**src/rtl/cpu_mem_responder.sv**
```systemverilog
// Serialises core icache/dcache requests onto one valid/ready backing-memory port, data first.
// Optional ICACHE_LAST_HIT_EN adds a one-entry last-fetch buffer that skips repeated fetches.
module cpu_mem_responder #(
  parameter int unsigned MEM_AW = 14,
  parameter int unsigned DWIDTH = 32
) (
  input  logic              clk,
  input  logic              reset,
  input  logic [31:0]       icache_addr,
  input  logic              icache_re,
  output logic [DWIDTH-1:0] icache_dout,
  input  logic [31:0]       dcache_addr,
  input  logic              dcache_re,
  input  logic [3:0]        dcache_we,
  input  logic [DWIDTH-1:0] dcache_din,
  output logic [DWIDTH-1:0] dcache_dout,
  output logic              stall,
  output logic              mem_req_valid,
  input  logic              mem_req_ready,
  output logic              mem_req_rnw,
  output logic [MEM_AW-1:0] mem_req_addr,
  output logic [DWIDTH-1:0] mem_req_data,
  output logic [3:0]        mem_req_mask,
  input  logic              mem_resp_valid,
  input  logic [DWIDTH-1:0] mem_resp_data
);

  typedef enum logic [2:0] {IDLE, D_REQ, D_RESP, I_REQ, I_RESP} state_e;

  localparam logic [DWIDTH-1:0] NOP_INSN = DWIDTH'(32'h0000_0013);

  state_e              state_q, state_d;
  logic                stall_q, stall_d;
  logic                i_pend_q, i_pend_d;
  logic                d_write_q, d_write_d;
  logic [MEM_AW-1:0]   i_addr_q, i_addr_d;
  logic                req_valid_q, req_valid_d;
  logic                req_rnw_q, req_rnw_d;
  logic [MEM_AW-1:0]   req_addr_q, req_addr_d;
  logic [DWIDTH-1:0]   req_data_q, req_data_d;
  logic [3:0]          req_mask_q, req_mask_d;
  logic [DWIDTH-1:0]   icache_dout_q, icache_dout_d;
  logic [DWIDTH-1:0]   dcache_dout_q, dcache_dout_d;

  logic [MEM_AW-1:0]   i_wa, d_wa, fetch_addr;
  logic                d_wr, d_acc, fetch_hit, start_fetch;
  logic                unused_addr_bits;

  assign i_wa  = icache_addr[MEM_AW+1:2];
  assign d_wa  = dcache_addr[MEM_AW+1:2];
  assign d_wr  = |dcache_we;
  assign d_acc = d_wr | dcache_re;

  assign unused_addr_bits = ^{icache_addr[31:MEM_AW+2], icache_addr[1:0],
                              dcache_addr[31:MEM_AW+2], dcache_addr[1:0]};

`ifdef ICACHE_LAST_HIT_EN
  // icache_dout_q doubles as the buffered instruction: it only changes on a completed fetch
  logic                buf_valid_q, buf_valid_d;
  logic [MEM_AW-1:0]   buf_addr_q, buf_addr_d;
  assign fetch_hit = buf_valid_q && (buf_addr_q == i_wa) && !d_acc;
`else
  assign fetch_hit = 1'b0;
`endif

  always_comb begin
    state_d       = state_q;
    i_pend_d      = i_pend_q;
    d_write_d     = d_write_q;
    i_addr_d      = i_addr_q;
    req_valid_d   = req_valid_q;
    req_rnw_d     = req_rnw_q;
    req_addr_d    = req_addr_q;
    req_data_d    = req_data_q;
    req_mask_d    = req_mask_q;
    icache_dout_d = icache_dout_q;
    dcache_dout_d = dcache_dout_q;
    fetch_addr    = i_addr_q;
    start_fetch   = 1'b0;
`ifdef ICACHE_LAST_HIT_EN
    buf_valid_d   = buf_valid_q;
    buf_addr_d    = buf_addr_q;
`endif

    case (state_q)
      IDLE: begin
        if (d_acc) begin
          state_d     = D_REQ;
          req_valid_d = 1'b1;
          req_rnw_d   = ~d_wr;
          req_addr_d  = d_wa;
          req_data_d  = dcache_din;
          req_mask_d  = d_wr ? dcache_we : 4'hF;
          d_write_d   = d_wr;
          i_pend_d    = icache_re;
          i_addr_d    = i_wa;
`ifdef ICACHE_LAST_HIT_EN
          if (d_wr && (d_wa == buf_addr_q)) buf_valid_d = 1'b0;
`endif
        end else if (icache_re && !fetch_hit) begin
          start_fetch = 1'b1;
          fetch_addr  = i_wa;
        end
      end
      D_REQ: begin
        if (mem_req_ready) begin
          req_valid_d = 1'b0;
          if (!d_write_q)    state_d = D_RESP;
          else if (i_pend_q) start_fetch = 1'b1;
          else               state_d = IDLE;
        end
      end
      D_RESP: begin
        if (mem_resp_valid) begin
          dcache_dout_d = mem_resp_data;
          if (i_pend_q) start_fetch = 1'b1;
          else          state_d = IDLE;
        end
      end
      I_REQ: begin
        if (mem_req_ready) begin
          req_valid_d = 1'b0;
          state_d     = I_RESP;
        end
      end
      I_RESP: begin
        if (mem_resp_valid) begin
          icache_dout_d = mem_resp_data;
          state_d       = IDLE;
`ifdef ICACHE_LAST_HIT_EN
          buf_valid_d   = 1'b1;
          buf_addr_d    = req_addr_q;
`endif
        end
      end
      default: state_d = IDLE;
    endcase

    // Fetch issue is shared by IDLE, a finished write and a finished data read
    if (start_fetch) begin
      state_d     = I_REQ;
      req_valid_d = 1'b1;
      req_rnw_d   = 1'b1;
      req_addr_d  = fetch_addr;
      req_data_d  = '0;
      req_mask_d  = 4'hF;
      i_pend_d    = 1'b0;
    end

    stall_d = (state_d != IDLE);
  end

  always_ff @(posedge clk or posedge reset) begin
    if (reset) begin
      state_q       <= IDLE;
      stall_q       <= 1'b0;
      i_pend_q      <= 1'b0;
      d_write_q     <= 1'b0;
      i_addr_q      <= '0;
      req_valid_q   <= 1'b0;
      req_rnw_q     <= 1'b1;
      req_addr_q    <= '0;
      req_data_q    <= '0;
      req_mask_q    <= 4'hF;
      icache_dout_q <= NOP_INSN;
      dcache_dout_q <= '0;
`ifdef ICACHE_LAST_HIT_EN
      buf_valid_q   <= 1'b0;
      buf_addr_q    <= '0;
`endif
    end else begin
      state_q       <= state_d;
      stall_q       <= stall_d;
      i_pend_q      <= i_pend_d;
      d_write_q     <= d_write_d;
      i_addr_q      <= i_addr_d;
      req_valid_q   <= req_valid_d;
      req_rnw_q     <= req_rnw_d;
      req_addr_q    <= req_addr_d;
      req_data_q    <= req_data_d;
      req_mask_q    <= req_mask_d;
      icache_dout_q <= icache_dout_d;
      dcache_dout_q <= dcache_dout_d;
`ifdef ICACHE_LAST_HIT_EN
      buf_valid_q   <= buf_valid_d;
      buf_addr_q    <= buf_addr_d;
`endif
    end
  end

  assign stall         = stall_q;
  assign mem_req_valid = req_valid_q;
  assign mem_req_rnw   = req_rnw_q;
  assign mem_req_addr  = req_addr_q;
  assign mem_req_data  = req_data_q;
  assign mem_req_mask  = req_mask_q;
  assign icache_dout   = icache_dout_q;
  assign dcache_dout   = dcache_dout_q;

endmodule

```
**config.mk**
```make
export PLATFORM = sky130hd
export DESIGN_NAME = cpu_mem_responder
export DESIGN_NICKNAME = d
export VERILOG_FILES = /design/src/rtl/cpu_mem_responder.sv
export SDC_FILE = /design/constraint.sdc
export NUM_CORES = 1
export LEC_CHECK = 0
export BUFFER_PORTS_ARGS = -buffer_cell sky130_fd_sc_hd__buf_2
export CORE_ASPECT_RATIO = 0.9
export CORE_MARGIN = 2
export CORE_UTILIZATION = 47
export DETAILED_ROUTE_END_ITERATION = 12
export PLACE_DENSITY = 0.8
export REMOVE_ABC_BUFFERS = 1
export SLEW_MARGIN = 20
export SYNTH_ARGS = -nofsm -noshare
export SYNTH_HDL_FRONTEND = slang
export SYNTH_SLANG_ARGS = --single-unit
```
**constraint.sdc**
```tcl
create_clock -name clk -period 4.62 [get_ports clk]
set_input_delay 0.693 -clock clk [delete_from_list [all_inputs] [get_ports clk]]
set_output_delay 0.693 -clock clk [all_outputs]
set_load 0.02 [all_outputs]
```
# [Word-level counts from Yosys, hierarchy flattened]
# Index checks and enable logic that the tools add are counted.
[word_totals] in_bits=138 elab_cells=71 reg_bits=136
[op_classes] eq_ne=6 mux=39 bitwise_logic=2 n_reduce_logical=12
[ops] cell="32-bit two-way mux" n=3
[ops] cell="14-bit two-way mux" n=6
[ops] cell="3-bit two-way mux" n=8
[ops] cell="4-bit two-way mux" n=4
[ops] cell="1-bit two-way mux" n=15
[ops] cell="3-bit one-hot mux with 5 select lines" n=1
[ops] cell="2-bit AND reduction" n=4
[ops] cell="3-bit by 2-bit equality test with 1-bit output, second input constant" n=2
[ops] cell="3-bit nonzero test" n=2
[ops] cell="2-bit nonzero test" n=2
[ops] cell="4-bit OR reduction" n=1
[ops] cell="3-bit by 1-bit equality test with 1-bit output, second input constant" n=1
[ops] cell="3-bit equality test, second input constant" n=1
[ops] cell="3-bit logical NOT" n=1
[ops] cell="3-bit by 1-bit inequality test with 1-bit output, second input constant" n=1
[ops] cell="3-bit inequality test, second input constant" n=1
[ops] cell="1-bit one-hot mux with 3 select lines" n=1
[ops] cell="3-bit AND reduction" n=1
[ops] cell="1-bit one-hot mux with 2 select lines" n=1
[ops] cell="2-bit OR reduction" n=1
[ops] cell="1-bit inverter" n=1
[ops] cell="1-bit bitwise OR" n=1

# [Depth between registers and ports, before layout]
# Gate-level depths: netlist of the first run.
[depth] depth_word=6 mapped_depth=8

# [Worst setup path after synthesis of the first run]
# Ideal clock, no wire load.
[synth_path] path_kind="input to register" start="in dcache_we[0]" end="reg req_addr_q[0] (netlist: mem_req_addr[0])" cell_stages=5 setup_time_ns=0.066 slack_ns=2.453 arrival_ns=2.101 t_required_ns=4.554 cell_sequence="or4_1 > buf_2 > or3_1 > a21oi_4 > a221o_1"
[synth_via] elab_chain_len=6 elab_cells_between_ends=10
[synth_lines] item="from (decl)" line_no="14" text="input logic [3:0] dcache_we,"
[synth_lines] item="4-bit OR reduction (*)" line_no="51" text="assign d_wr = |dcache_we;"
[synth_lines] item="1-bit bitwise OR (*)" line_no="52" text="assign d_acc = d_wr | dcache_re;"
[synth_lines] item="1-bit two-way mux" line_no="87" text="if (d_acc) begin"
[synth_lines] item="1-bit one-hot mux with 3 select lines" line_no="85" text="case (state_q)"
[synth_lines] item="2-bit nonzero test (no line)"
[synth_lines] item="2-bit AND reduction (no line)"
[synth_lines] item="to (signal assigned)" line_no="179" text="req_addr_q <= req_addr_d;"
[synth_lines] item="to (decl)" line_no="39" text="logic [MEM_AW-1:0] req_addr_q, req_addr_d;"
# Every way passes the cells marked *; elsewhere a longest branch is shown, timed or not.
# A chain may end at the register's enable or synchronous reset.

# [Final worst setup path of the first run]
[layout_path] start="reg state_q[1]" end="reg req_data_q[30] (netlist: mem_req_data[30])"
[layout_via] elab_chain_len=4 elab_cells_between_ends=8
[layout_lines] item="from (decl)" line_no="32" text="state_e state_q, state_d;"
[layout_lines] item="from (signal assigned)" line_no="172" text="state_q <= state_d;"
[layout_lines] item="3-bit by 2-bit equality test with 1-bit output, or another cell as far along" line_no="85"
[layout_lines] item="1-bit one-hot mux with 3 select lines" line_no="85"
[layout_lines] item="2-bit nonzero test (no line)"
[layout_lines] item="2-bit AND reduction (no line)"
[layout_lines] item="to (signal assigned)" line_no="180" text="req_data_q <= req_data_d;"
[layout_lines] item="to (decl)" line_no="40" text="logic [DWIDTH-1:0] req_data_q, req_data_d;"
# Parallel ways exist; a longest one is shown, timed or not.

==> results.json, run 1 <==
{
  "fmax_mhz": 365.8,
  "via_per_inst": 5.164,
  "synth_seq_cells": 136,
  "min_path_type": "in -> async",
  "stdcell_area_mm2": 0.007395,
  "syn_to_final_growth_pct": 33.11,
  "post_cts_resized": 0,
  "via_count": 4405,
  "required_ns": 4.88,
  "cts_made_buffers": 17,
  "yosysSeqAreaShare": 0.6144,
  "fin_setup_tns_ns": 0,
  "tritoncts": "done",
  "ios": 255,
  "antenna_cells": 0,
  "outcome": "completed",
  "rows": 37,
  "fillCellCount": 933,
  "start_util": 0.4839,
  "synth_area_per_cell_um2": 11.74,
  "core_area_mm2": 0.01148,
  "crit_type": "reg -> reg",
  "power_leakage_nw": 3.748,
  "crit_path_start_kind": "register",
  "dieArea_mm2": 0.01271,
  "syn_area_mm2": 0.005555,
  "cts.sinks": 136,
  "htree_levels": 4,
  "final_nets": 823,
  "fin_skew_ns": 0.009166,
  "yosys_warnings": 0,
  "antenna_found_initial": 0,
  "setup_viol": 0,
  "synth_ff_type": "dfrtp_1",
  "reg2reg_depth": 5,
  "slew-limit-headroom": 0.2761,
  "wirelength_um": 13780,
  "grt_pass1_vias": 4489,
  "clockBufferDepth": 2,
  "synth_edf_count": 0,
  "irDropWorstVdd_v": 0.0004613,
  "syn_inst": 473,
  "drive_above_1_share": 0.4792,
  "hold_viol": 0,
  "insertion_delay_ns": 0.42,
  "rrSetupSlack_ns": 1.89,
  "p_per_area_mw_per_mm2": 796.6,
  "grt_max_degree": 61,
  "drv_cap": 0,
  "async_flop_share": 1.000,
  "yosysUniqueCellTypes": 37,
  "port_buffers": 218,
  "first_iter_violations": 328,
  "hold_buffers": 0,
  "dpl.hpwl_um": 9558,
  "worst_pin_slew_ns": 1.086,
  "cts_root_buf": "clkbuf_16",
  "grt_usage": 0.2242,
  "grt_first_pass_wirelength_um": 22140,
  "drc": 0,
  "worstPathMaxFanout": 33,
  "globalRouteOverflowTotal": 0,
  "die_h_um": 107.1,
  "clk_pin_slew_worst_paths_ns": 0.05,
  "gp_congestion": 0.7826,
  "fin_crit_ns": 2.734,
  "die_w_um": 118.6,
  "wl_per_cell_um": 16.15,
  "crit_arrival_ns": 3.00,
  "cts_setup_buffers": 0,
  "ant_nets": 0,
  "endpoint_kind": "register",
  "place_area_mm2": 0.006783,
  "fin_crit_sh": 0.5918,
  "rsz0062_at_grt": "false",
  "drtPass1Iterations": 4,
  "r2r-end": "mem_req_data[30]",
  "r2r-start": "state_q[1]",
  "slew_violations": 0
}
## through the flow
step,utilization,cells,hold slack [ns],total power [mW],worst slack (ns)
2_1_floorplan,-,440,0.4450,3.654,-0.3418
3_3_place_gp,0.5908,822,0.4589,4.414,1.575
3_5_place_dp,0.5908,822,0.4674,4.534,1.506
4_1_cts,0.6439,853,0.2721,5.943,1.905
5_1_grt,0.6441,853,0.2980,6.251,1.730
6_report,0.6441,853,0.2704,5.891,1.886
## layout make-up
cell class / instances / area [um2] / share of cell area
Inverter: 4 / 17.52 / 0.002369
Multi-Input combinational cell: 300 / 2008 / 0.2716
Tap cell: 156 / 195.2 / 0.02640
Clock inverter: 6 / 113.9 / 0.01540
Clock buffer: 25 / 495.5 / 0.06701
Timing Repair Buffer: 226 / 1151 / 0.1557
Sequential cell: 136 / 3413 / 0.4616
## flip-flops by register name, summed over array words and instances (netlist names)
signal         count
mem_req_addr      14
mem_req_data      32
dcache_dout       32
d_write_q          1
mem_req_valid      1
stall              1
mem_req_mask       4
i_addr_q          14
i_pend_q           1
mem_req_rnw        1
state_q            3
icache_dout       32
## power by group
group | internal (mW) | total, mW | switching [mW]
clock | 0.904 | 1.38 | 0.476
sequential | 1.79 | 2.11 | 0.314
combinational | 0.916 | 2.41 | 1.49
total | 3.61 | 5.89 | 2.28
## synthesized netlist by cell type (2+ instances only)
| library cell | instances | share of area |
|---|---|---|
| mux2i_1 | 21 | 0.038 |
| buf_2 | 12 | 0.011 |
| nor3_1 | 5 | 0.0045 |
| a21oi_1 | 41 | 0.037 |
| nand2_1 | 115 | 0.078 |
| nand4_1 | 7 | 0.0079 |
| buf_4 | 3 | 0.0041 |
| clkbuf_1 | 13 | 0.0088 |
| nor2_1 | 6 | 0.0041 |
| a221o_1 | 7 | 0.013 |
| nand3b_1 | 2 | 0.0027 |
| or3_1 | 2 | 0.0023 |
| buf_1 | 3 | 0.0020 |
| mux2_2 | 64 | 0.13 |
| nor4bb_1 | 2 | 0.0036 |
| o21ai_0 | 13 | 0.012 |
| dfrtp_1 | 128 | 0.58 |
| dfstp_2 | 8 | 0.038 |
| inv_1 | 3 | 0.0020 |
## metal layers
metal,global-route usage,share of wire,vias up
li1,-,-,2042
met1,0.2804,0.42,2131
met2,0.3571,0.47,211
met3,0.07340,0.088,21
met4,0.1003,0.015,0
met5,0,0,-
## placed cells by master (no fill, tap or decap), types with 2 or more instances in the layout
| cell | count |
|---|---|
| nand4_1 | 7 |
| buf_4 | 8 |
| clkinvlp_4 | 2 |
| a221o_1 | 7 |
| dfrtp_1 | 128 |
| or3_1 | 2 |
| nand2_1 | 115 |
| nand3b_1 | 2 |
| nor3_1 | 5 |
| clkbuf_16 | 17 |
| buf_2 | 218 |
| inv_1 | 2 |
| clkbuf_1 | 4 |
| bufinv_16 | 3 |
| a21oi_4 | 2 |
| dfstp_2 | 8 |
| mux2i_1 | 21 |
| mux2_2 | 64 |
| nor2_1 | 5 |
| a21oi_1 | 40 |
| o21ai_0 | 13 |
| clkbuf_8 | 4 |
## logic make-up (layout without fill, tap and decap cells)
| kind of cell | count (synthesis) | in the layout | synth area share |
|---|---|---|---|
| and+or+nand+nor | 147 | 147 | 0.1144 |
| DFF | 136 | 136 | 0.6144 |
| muxes | 85 | 85 | 0.1676 |
| AOI/OAI and AO/OA | 68 | 68 | 0.07230 |
| buffers and inverters | 37 | 261 | 0.03131 |
## worst max path at each step
stage                               from               end  slack [ns]  depth (start not counted)
after floorplan           mem_resp_valid          i_pend_q       -0.34                          4
after global placement      dcache_we[0]   mem_req_data[5]        1.58                          6
after detailed placement    dcache_we[0]  mem_req_data[25]        1.51                          6
after CTS                     state_q[1]  mem_req_data[30]        1.91                          5
after global routing          state_q[1]  mem_req_data[30]        1.73                          5
final                         state_q[1]  mem_req_data[30]        1.89                          5
## worst max-delay path, stage by stage, from the launching register on
cell and delay [ns]:
dfrtp_1 0.46, nor4bb_4 0.32, buf_4 0.44, o2bb2ai_1 0.54
or2_2 0.67, a21oi_1 0.13
No activity file was read; power rests on OpenSTA's default activity.
==> run 2, diff against run 1 <==
Clock period 4.62 ns to 2.8 ns, I/O delays scaled along.
==> results.json, run 2 (synthesized netlist as in run 1, its figures left out) <==
{
  "die_h_um": 107.1,
  "ios": 255,
  "clkPwrFrac": 0.234,
  "endpoint_kind": "register",
  "required_ns": 3.09,
  "grt_usage": 0.2246,
  "reg2reg_depth": 5,
  "comb_power_share": 0.411,
  "dieArea_mm2": 0.01271,
  "drv_cap": 0,
  "first_iter_violations": 316,
  "port_buffers": 218,
  "core_area_mm2": 0.01148,
  "crit_path_max_incr_delay_ns": 0.82,
  "switching_share": 0.3924,
  "antenna_found_initial": 0,
  "crit_path_top_delay_cell": "o2bb2ai_1",
  "wirelength_um": 13810,
  "syn_to_final_growth_pct": 34.26,
  "hold_depth": 3,
  "grt_pass1_vias": 4441,
  "place_area_mm2": 0.006838,
  "min_path_type": "in -> reg",
  "stdcell_area_mm2": 0.007458,
  "irDropWorstVdd_v": 0.0006858,
  "hold_viol": 0,
  "seqPwrFrac": 0.355,
  "p_per_area_mw_per_mm2": 1308,
  "via_per_inst": 5.169,
  "power_leakage_nw": 3.797,
  "crit_path_start_kind": "register",
  "wl_per_cell_um": 16.07,
  "drc": 0,
  "gp_congestion": 0.7780,
  "intPower_mw": 5.928,
  "globalRouteOverflowTotal": 0,
  "fillCellCount": 895,
  "slew_violations": 0,
  "cp_num_cells": 5,
  "fin_crit_sh": 0.8348,
  "tritoncts": "done",
  "drive_above_1_share": 0.4865,
  "antenna_cells": 0,
  "dpl.hpwl_um": 9613,
  "final_nets": 828,
  "start_util": 0.4839,
  "power.switching_mw": 3.829,
  "setup_viol": 0,
  "fin_crit_ns": 2.337,
  "slew-limit-headroom": 0.3398,
  "final_core_util": 0.6496,
  "grt_first_pass_wirelength_um": 22200,
  "cts_root_buf": "clkbuf_16",
  "power.total_mw": 9.757,
  "crit_arrival_ns": 2.62,
  "via_count": 4440,
  "ant_nets": 0,
  "crit_chain": "nand3b_1 > o2bb2ai_1 > or2_2 > buf_4 > a21oi_1",
  "crit_buf_inv": 1,
  "fmax_mhz": 427.8,
  "grt_max_degree": 59,
  "fin_skew_ns": 0.005316,
  "worst_pin_slew_ns": 0.9903,
  "crit_type": "reg -> reg",
  "layout_commonest_cell": "buf_2",
  "cts.sinks": 136,
  "die_w_um": 118.6,
  "htree_levels": 4,
  "outcome": "completed",
  "cpLargestDelayFamily": "compound AO/OA/AOI/OAI gates",
  "cts_made_buffers": 17,
  "layout_common_cells": "buf_2 (218), dfrtp_1 (128), nand2_1 (115)",
  "clk_pin_slew_worst_paths_ns": 0.06,
  "insertion_delay_ns": 0.42,
  "drtPass1Iterations": 4,
  "rows": 37,
  "rsz0062_at_grt": "false",
  "worstPathMaxFanout": 33,
  "cts_setup_buffers": 0,
  "fin_setup_tns_ns": 0,
  "clockBufferDepth": 2
}
run 2: final cells by class:
cell class / instances / area (um2) / share of cell area
Multi-Input combinational cell: 300 / 2006 / 0.2689
Tap cell: 156 / 195.2 / 0.02617
Timing Repair Buffer: 231 / 1216 / 0.1631
Inverter: 4 / 17.52 / 0.002349
Clock buffer: 18 / 439.2 / 0.05888
Sequential cell: 136 / 3413 / 0.4576
Clock inverter: 14 / 171.4 / 0.02298
run 2: power groups by stage:
stage,Sequential [mW],Combinational [mW],Clock [mW]
detailed placement,3.48,4.05,0
floorplan,4.43,1.60,0
finish,3.47,4.01,2.28
global placement,3.41,3.89,0
global route,3.59,4.36,2.43
CTS,3.47,4.05,2.33
run 2: worst register-to-register path, stage by stage (launching register included):
cell and delay (ns):
dfrtp_1 0.46, nand3b_1 0.25, o2bb2ai_1 0.82, or2_2 0.24, buf_4 0.32, a21oi_1 0.11
run 2: final timing paths:
| check | from | to | slack [ns] |
|---|---|---|---|
| worst min register to register | i_addr_q[7] | i_addr_q[7] | 0.48 |
| max in group asynchronous | reset | mem_req_rnw | 1.55 |
| min in group asynchronous | reset | mem_req_data[28] | 0.52 |
| worst max register to register | state_q[2] | mem_req_data[11] | 0.46 |
| worst min-delay path | icache_addr[11] | i_addr_q[9] | 0.21 |
| worst max-delay path | state_q[2] | mem_req_data[11] | 0.46 |
run 2: repair_timing:
action	in CTS	in global routing
hold endpoints to repair	22	0
gates resized for setup	0	0
hold buffers	1	0
run 2: through the flow:
stage | std cells | hold slack, ns | setup WS (ns)
finish | 859 | 0.2115 | 0.4627
global route | 859 | 0.2003 | 0.2492
CTS | 859 | 0.1867 | 0.4832
detailed placement | 826 | 0.4217 | 0.4861
global placement | 826 | 0.4058 | 0.5307
floorplan | 440 | 0.4450 | -1.999
run 2: metal layers:
metal,vias to the layer above,track usage,wire length [um]
met2,192,0.3654,6647
met3,14,0.09202,1202
met1,2164,0.2736,5773
met4,0,0.07228,181
met5,-,0,0
li1,2070,-,-
==> run 3, diff against run 2 <==
Settings changed: ABC_AREA set to 1, CORE_UTILIZATION 47 to 48, PLACE_DENSITY 0.8 to 0.81.
Clock period 2.8 ns to 2.45 ns, I/O delays scaled along.
==> results.json, run 3 <==
{
  "outcome": "completed",
  "fin_setup_tns_ns": 0,
  "grt_pass1_vias": 4928,
  "rows": 38,
  "fin_skew_ns": 0.007718,
  "htree_levels": 4,
  "hold_viol": 0,
  "power.total_mw": 11.48,
  "wirelength_um": 14260,
  "required_ns": 2.79,
  "drtPass1Iterations": 4,
  "synth_area_leaders": "dfrtp_1 (54%), nand2_1 (21%), o21ai_0 (5.6%)",
  "yosysUniqueCellTypes": 25,
  "clockBufferDepth": 2,
  "wl_per_cell_um": 12.91,
  "p_per_area_mw_per_mm2": 1482,
  "synth_seq_cells": 136,
  "worstPathMaxFanout": 59,
  "port_buffers": 218,
  "layout_commonest_cell": "nand2_1",
  "synth_ff_type": "dfrtp_1",
  "fmax_mhz": 461.8,
  "antenna_found_initial": 0,
  "core_area_mm2": 0.01208,
  "min_path_type": "in -> async",
  "cts_root_buf": "clkbuf_16",
  "synth.most_common_cell": "nand2_1",
  "die_w_um": 121.2,
  "grt_first_pass_wirelength_um": 23140,
  "r2r-start": "state_q[0]",
  "dieArea_mm2": 0.01327,
  "rrSetupSlack_ns": 0.28,
  "tritoncts": "done",
  "die_h_um": 109.5,
  "hold_buffers": 0,
  "cts_made_buffers": 17,
  "fin_cells": 1104,
  "crit_path_start_kind": "register",
  "reg2reg_depth": 9,
  "ant_nets": 0,
  "syn_inst": 720,
  "place_area_mm2": 0.007088,
  "stdcell_area_mm2": 0.007742,
  "yosysSeqAreaShare": 0.5750,
  "power_leakage_nw": 4.614,
  "irDropWorstVdd_v": 0.0008213,
  "r2r-end": "mem_req_data[19]",
  "drive_above_1_share": 0.3072,
  "synth_edf_count": 0,
  "drc": 0,
  "async_flop_share": 1.000,
  "dp_cells": 1072,
  "fin_crit_sh": 0.8839,
  "gp_congestion": 0.7963,
  "final_core_util": 0.6411,
  "cts.sinks": 136,
  "slew_violations": 0,
  "yosysTopAreaCell": "dfrtp_1",
  "setup_viol": 0,
  "globalRouteOverflowTotal": 0,
  "via_count": 5191,
  "yosys_warnings": 0,
  "first_iter_violations": 279,
  "synth_area_per_cell_um2": 8.244,
  "post_cts_resized": 0,
  "slew-limit-headroom": 0.2898,
  "antenna_cells": 0,
  "synth_commonest_cells": "nand2_1 (328), dfrtp_1 (128), inv_1 (71)",
  "crit_type": "reg -> reg",
  "endpoint_kind": "register",
  "crit_arrival_ns": 2.51,
  "grt_usage": 0.2214,
  "clk_pin_slew_worst_paths_ns": 0.06,
  "drv_cap": 0,
  "start_util": 0.4915,
  "final_nets": 1069,
  "worst_pin_slew_ns": 1.064,
  "ios": 255,
  "grt_max_degree": 67,
  "insertion_delay_ns": 0.40,
  "via_per_inst": 4.702,
  "fin_crit_ns": 2.165,
  "cts_setup_buffers": 0,
  "syn_area_mm2": 0.005936,
  "syn_to_final_growth_pct": 30.44,
  "rsz0062_at_grt": "false",
  "dpl.hpwl_um": 9658,
  "synth_top_area_frac": 0.5396,
  "layout_common_cells": "nand2_1 (327), buf_2 (218), dfrtp_1 (128)"
}
[run 3: logic make-up (layout without fill, tap and decap cells)]
kind of cell           count (synthesis)  in the layout  synth area share
and+or+nand+nor                      402            402            0.2774
AOI/OAI and AO/OA                     73             73           0.06197
DFF                                  136            136            0.5750
buffers and inverters                109            333           0.08558
[run 3: power by group]
| group | switching, mW | leakage, nW | internal [mW] |
|---|---|---|---|
| Combinational | 3.21 | 2.60 | 1.55 |
| Clock | 0.917 | 0.316 | 1.86 |
| Sequential | 0.562 | 1.69 | 3.38 |
| Total | 4.69 | 4.61 | 6.79 |
[run 3: worst max path at each step]
| stage | start | to | slack [ns] | cells after the start |
|---|---|---|---|---|
| 6_report | state_q[0] | mem_req_data[19] | 0.28 | 9 |
| 5_1_grt | state_q[0] | mem_req_data[22] | 0.08 | 9 |
| 4_1_cts | state_q[0] | mem_req_data[19] | 0.29 | 9 |
| 3_5_place_dp | state_q[0] | mem_req_data[19] | 0.30 | 9 |
| 3_3_place_gp | state_q[0] | mem_req_data[9] | 0.38 | 9 |
| 2_1_floorplan | reset | d_write_q | -1.54 | 1 |
[run 3: cell type report]
type | count | area [um2]
clock buffer | 20 | 456.7
clock inverter | 12 | 197.7
fill | 1055 | 4334
inverter | 75 | 289.0
multi-input combinational | 475 | 2022
sequential | 136 | 3413
tap | 160 | 200.2
timing repair buffer | 226 | 1164
[run 3: critical path, cell delays in order, from the launching register on]
cell	delay (ns)
dfrtp_1	0.43
nor2_2	0.18
nand2_1	0.11
inv_2	0.15
nand2_2	0.08
inv_2	0.77
nand2_1	0.14
nand2_1	0.12
nand2_1	0.05
inv_1	0.06
[run 3: metrics by stage]
stage / worst slack (ns) / hold WS [ns]
2_1_floorplan: -1.544 / 0.4492
3_3_place_gp: 0.3764 / 0.4490
3_5_place_dp: 0.2979 / 0.4568
4_1_cts: 0.2868 / 0.03465
5_1_grt: 0.08034 / 0.06951
6_report: 0.2845 / 0.02568
[run 3: routing by layer]
layer | global-route usage | share of wire | vias to the layer above
met1 | 0.2878 | 0.44 | 2417
li1 | - | - | 2607
met5 | 0 | 0 | -
met3 | 0.05861 | 0.057 | 26
met4 | 0.09113 | 0.022 | 0
met2 | 0.3559 | 0.48 | 141
